$ cat src/rtl/instr_fetch_queue.sv
// Instruction fetch queue: a circular FIFO of {pc, instr} pairs between fetch and decode.
// The head entry is read combinationally; flush and reset drop all entries.
module instr_fetch_queue #(
    parameter int          DEPTH    = 4,
    parameter logic [31:0] RESET_PC = 32'h00003000
) (
    input  logic                       clk,
    input  logic                       reset,
    input  logic                       in_valid,
    input  logic [31:0]                in_pc,
    input  logic [31:0]                in_instr,
    output logic                       in_ready,
    output logic                       out_valid,
    output logic [31:0]                out_pc,
    output logic [31:0]                out_instr,
    input  logic                       out_ready,
    input  logic                       flush,
    output logic [$clog2(DEPTH):0]     count
);
    localparam int AW = $clog2(DEPTH);
    localparam int CW = AW + 1;
    localparam logic [CW-1:0] FULL = CW'(DEPTH);

    logic [31:0]   r_pc    [DEPTH];
    logic [31:0]   r_instr [DEPTH];
    logic [AW-1:0] r_head;
    logic [AW-1:0] r_tail;
    logic [CW-1:0] r_count;

    logic w_push;
    logic w_pop;
    logic w_empty;

    assign w_empty   = (r_count == '0);
    // Readiness depends only on occupancy, so a full queue never passes through.
    assign in_ready  = (r_count != FULL);
    assign out_valid = !w_empty;
    assign w_push    = in_valid && in_ready;
    assign w_pop     = out_valid && out_ready;
    assign count     = r_count;

    assign out_pc    = w_empty ? RESET_PC : r_pc[r_head];
    assign out_instr = w_empty ? 32'h00000000 : r_instr[r_head];

    // Storage is never cleared; occupancy alone decides what is visible.
    always_ff @(posedge clk) begin
        if (w_push) begin
            r_pc[r_tail]    <= in_pc;
            r_instr[r_tail] <= in_instr;
        end
    end

    always_ff @(posedge clk) begin
        if (reset || flush) begin
            r_head  <= '0;
            r_tail  <= '0;
            r_count <= '0;
        end else begin
            if (w_push)
                r_tail <= r_tail + 1'b1;
            if (w_pop)
                r_head <= r_head + 1'b1;
            case ({w_push, w_pop})
                2'b10:   r_count <= r_count + 1'b1;
                2'b01:   r_count <= r_count - 1'b1;
                default: r_count <= r_count;
            endcase
        end
    end
endmodule
$ cat config.mk
export PLATFORM = sky130hd
export DESIGN_NAME = instr_fetch_queue
export DESIGN_NICKNAME = d
export VERILOG_FILES = /design/src/rtl/instr_fetch_queue.sv
export SDC_FILE = /design/constraint.sdc
export NUM_CORES = 1
export LEC_CHECK = 0
export BUFFER_PORTS_ARGS = -buffer_cell sky130_fd_sc_hd__buf_2
export CORE_ASPECT_RATIO = 0.5
export CORE_MARGIN = 5
export CORE_UTILIZATION = 50
export CTS_BUF_LIST = sky130_fd_sc_hd__clkbuf_2
export CTS_CLUSTER_SIZE = 8
export DETAILED_ROUTE_END_ITERATION = 16
export PLACE_DENSITY = 0.71
export SYNTH_ARGS = -nofsm -noshare
export SYNTH_HDL_FRONTEND = slang
export SYNTH_SLANG_ARGS = --single-unit
$ cat constraint.sdc
create_clock -name clk -period 5.05 [get_ports clk]
set_input_delay 0.2525 -clock clk [delete_from_list [all_inputs] [get_ports clk]]
set_output_delay 0.2525 -clock clk [all_outputs]
set_load 0.02 [all_outputs]
Word-level counts from Yosys, hierarchy flattened
Memory sizes are Yosys's and may differ from the RTL's. A register that Yosys moved wholly into a read port is not among the register bits.
Index checks and enable logic that the tools add are counted.
{"block": "op_classes", "n_addsub": 4, "mul": 0, "div": 0, "order_cmp": 0, "eq_ne": 3, "n_shift": 0, "mux": 9, "bitwise_logic": 0, "reduce_logical": 6}
{"cell": "$mux 32", "n": 2}
{"cell": "$mux 2", "n": 4}
{"cell": "$pmux 3 s2", "n": 1}
{"cell": "$add 2x1->2 const B", "n": 2}
{"cell": "$add 3x1->3 const B", "n": 1}
{"cell": "$logic_not 3->1", "n": 1}
{"cell": "$ne 3x3->1 const B", "n": 1}
{"cell": "$sub 3x1->3 const B", "n": 1}
{"cell": "$eq 2x1->1 const B", "n": 1}
{"cell": "$eq 2x2->1 const B", "n": 1}
{"cell": "$logic_and 1x1->1", "n": 2}
{"cell": "$mux 1", "n": 2}
{"cell": "$reduce_bool 2->1", "n": 1}
{"cell": "$logic_not 1->1", "n": 1}
{"cell": "$logic_or 1x1->1", "n": 1}
{"block": "word_totals", "reg_bits": 7, "latch_bits": 0, "mem_bits_rw": 256, "mem_bits_ro": 0, "input_bits": 69, "wordCells": 27, "mem_count": 2}
{"name": "r_instr", "depth": 4, "width": 32, "rd": 1, "rd_ports_with_merged_regs": 1, "write_ports": 1, "line": "25", "rtl": "logic [31:0] r_instr [DEPTH];"}
{"name": "r_pc", "depth": 4, "width": 32, "rd": 1, "rd_ports_with_merged_regs": 1, "write_ports": 1, "line": "24", "rtl": "logic [31:0] r_pc [DEPTH];"}

Depth between registers and ports, before layout
{"block": "depth", "ltp_word": 5, "ltp_mapped": 10, "depth_no_buf": 9}

Least setup slack after synthesis
No wires, ideal clock.
{"block": "synth_path", "kind": "flip-flop to flip-flop", "from": "register r_count[0] (netlist: count[0])", "to": "memory r_instr[0][0] (enable)", "setup_time_ns": 0.429, "arrival_ns": 2.557, "required_ns": 4.621, "setup_slack_ns": 2.064, "stages_incl_launch_ff": 4, "n_path_buf": 1, "period_less_slack_ns": 2.986, "cell_sequence": "dfxtp_1 or3b_1 clkbuf_1 and3_1"}
{"block": "synth_via", "elab_chain_cells": 4}
{"element": "start, declared", "line": "28", "rtl": "logic [CW-1:0] r_count;"}
{"element": "start signal, assigned", "line": "64", "rtl": "2'b10: r_count <= r_count + 1'b1;"}
{"element": "start signal, assigned", "line": "65", "rtl": "2'b01: r_count <= r_count - 1'b1;"}
{"element": "start signal, assigned", "line": "66", "rtl": "default: r_count <= r_count;"}
{"element": "$ne 3x3->1", "line": "36", "rtl": "assign in_ready = (r_count != FULL);"}
{"element": "named net in_ready", "line": "12", "rtl": "output logic in_ready,"}
{"element": "$logic_and 1x1->1", "line": "38", "rtl": "assign w_push = in_valid && in_ready;"}
{"element": "$mux 1", "line": "47", "rtl": "if (w_push) begin"}
{"element": "$mux 1 (implied by the code)", "line": "49", "rtl": "r_instr[r_tail] <= in_instr;"}
{"element": "end, declared", "line": "25"}
The timed path passes the listed nets, and every way through them passes these cells.

==> flow_summary.ini <==
[global_route]
use_met1_pct = 22.2
grt_use_total_pct = 17.0
gr-usage-met2_pct = 28.7
antenna_found_initial = 1
grt-busiest-layer = met2
grt_overflow = 0
use_met3_pct = 4.41
first_global_vias = 5783
grt_max_degree = 65
grt_first_pass_wirelength_mm = 31.2

[yosys]
yosys.area.top_type = edfxtp_1
synth_top_cell_area_share_pct = 75.2
synth_area_um2 = 10200
ys_warn_count = 0
synthCells = 460
post_synth.cell_area_avg_um2 = 22.2
synthTopCellsByArea = edfxtp_1, mux4_2, and2_1, dfxtp_1, buf_12
ys_types = 26
ys_seq_elements = 265
ys_seq_area_share_pct = 77.0
syn-num-nets = 535

[setup_path]
critPathMaxStageDelay_ns = 0.69
path_depth = 4
path_cells = buf_4 > mux4_1 > or2_1 > buf_2
path_max_fanout = 25
reg2reg_depth = 8
cp_slowest_cell = dfxtp_4
crit_path_start_kind = register
worst_ep_arrival_time_ns = 2.99
critPathKind = register to output port
cp_num_buf_inv = 2
cp.required_ns = 4.80
endpoint_kind = output port
cp_top_family = buffers and inverters

[timing]
setup_tns_ns = 0
fin_crit_sh_pct = 64.2
hold_viol = 0
clock.fmax_mhz = 309
slew_viol_final = 0
worst_pin_slew_ns = 1.04
worst_slack_ns = 1.81
finalCriticalPeriod_ns = 3.24
slew_headroom_pct = 30.7
rsz0062_at_grt = no
finalSetupViolCount = 0
whs_ns = 0.193
clock_skew_ns = 0.0458

[route]
wl_per_cell_um = 18.9
drcViolationCount = 0
drt-total-wl_mm = 19.3
drtIter0Drc = 228
avgViaCountPerCell = 5.04
vias = 5159
drtPass1Iterations = 5
ant_nets = 0

[floorplan]
core_um2 = 20300
die_w_um = 212
dieArea_um2 = 23600
placementRows = 37
die-height_um = 111
ioPinCount = 138
initial_utilization_pct = 50.3

[layout]
fin_nets = 782
synthToLayoutAreaGrowth_pct = 20.6
final_cell_mix = edfxtp_1, buf_2, clkbuf_2
nFillCells = 1506
final_cell_count_no_fill = 1023
drive_gt1_share_pct = 40.9
fin_area_um2 = 12300
fin_util_pct = 60.7
final_common_cell = edfxtp_1

[pwr]
power_switching_mw = 0.956
pwr-share-seq_pct = 60.6
combPwrFrac_pct = 7.7
ir_drop_mv = 0.143
powerDensity_nw_per_um2 = 332
swShare_pct = 23.3
leakage_nw = 4.41
p_int_mw = 3.14
clock_power_share_pct = 31.7
p_total_mw = 4.10

[place]
io_buffers = 137
gp_congestion = 0.680
pre_cts_slack_ns = 2.51
hpwl_mm = 10.2
place_area_um2 = 11100
placedCellCount = 851

[clocking]
cts_made_buffers = 57
cts_tree = done
postCtsSetupBuffers = 0
htreeDepth = 2
ctsResizeCount = 0
cts_max_path_buffers = 3
cts_sinks = 265
clock_latency_ns = 0.80
clockRootBuffer = clkbuf_2
ctsHoldBuffers = 70
path_clk_slew_ns = 0.12

[min_path]
min_delay_path_depth = 2
min_path_type = input port to register

[outcome]
status = finished clean

[job]
maxCapViolations = 0
## cell usage after synthesis
cell,count
a21oi_1,3
and2_1,63
and3_1,4
buf_12,6
buf_2,7
buf_6,1
clkbuf_1,7
clkbuf_2,1
dfxtp_1,9
edfxtp_1,256
fa_1,1
ha_1,5
inv_1,6
mux2i_1,2
mux4_1,4
mux4_2,60
nand2_1,7
nand4b_1,1
nor2_1,4
nor3_2,1
o21ai_0,4
or2_1,2
or2_2,1
or3_1,2
or3b_1,1
xor2_1,2
## per-layer routing
metal | part of all wire [%] | up-vias | routed length (µm)
met5 | 0 | - | 0
met4 | 1.3 | 0 | 260
met3 | 5.6 | 29 | 1090
met2 | 51 | 115 | 9860
met1 | 42 | 2624 | 8110
li1 | - | 2391 | -
## worst paths after layout
check                                      end          from  slack, ns
worst min register to register        register     r_head[1]       0.50
worst max-delay path                out_pc[13]      register       1.81
worst max register to register        count[2]      count[1]       2.63
worst min-delay path            r_instr[0][24]  in_instr[24]       0.19
## cell type report
class                      instances  area (µm²)  area share (%)
clock inverter                     7        58.8           0.477
timing repair buffer             210        1410            11.4
multi-input combinational        167        2150            17.4
clock buffer                      93         465            3.78
sequential                       265        7880            63.9
inverter                           6        22.5           0.183
tap                              273         342            2.77
antenna                            2        5.00          0.0406
## registers in the layout, summed over array words and instances, names as in the netlist, named ones only
| register | count |
|---|---|
| count | 3 |
| r_head | 2 |
| r_instr | 128 |
| r_pc | 128 |
| r_tail | 2 |
## logic make-up (layout without fill, tap and decap cells)
group | after synthesis | count (layout) | share of synthesized area [%]
xor+xnor | 2 | 2 | 0.171
flops | 265 | 265 | 77.0
other cells | 0 | 2 | 0
fa+ha+maj | 6 | 6 | 0.808
compound gates | 7 | 7 | 0.343
buf+inv | 28 | 316 | 2.16
simple gates | 86 | 86 | 5.08
mux | 66 | 66 | 14.4
## power by group through the flow
| stage | clock, mW | sequential [mW] | combinational [mW] |
|---|---|---|---|
| 3_3_place_gp | 0 | 2.53 | 0.270 |
| 4_1_cts | 1.36 | 2.48 | 0.321 |
| 5_1_grt | 1.49 | 2.49 | 0.345 |
| 3_5_place_dp | 0 | 2.53 | 0.276 |
| 2_1_floorplan | 0 | 2.53 | 0.168 |
| 6_report | 1.30 | 2.48 | 0.316 |
Power figures use the tool's default switching activity.
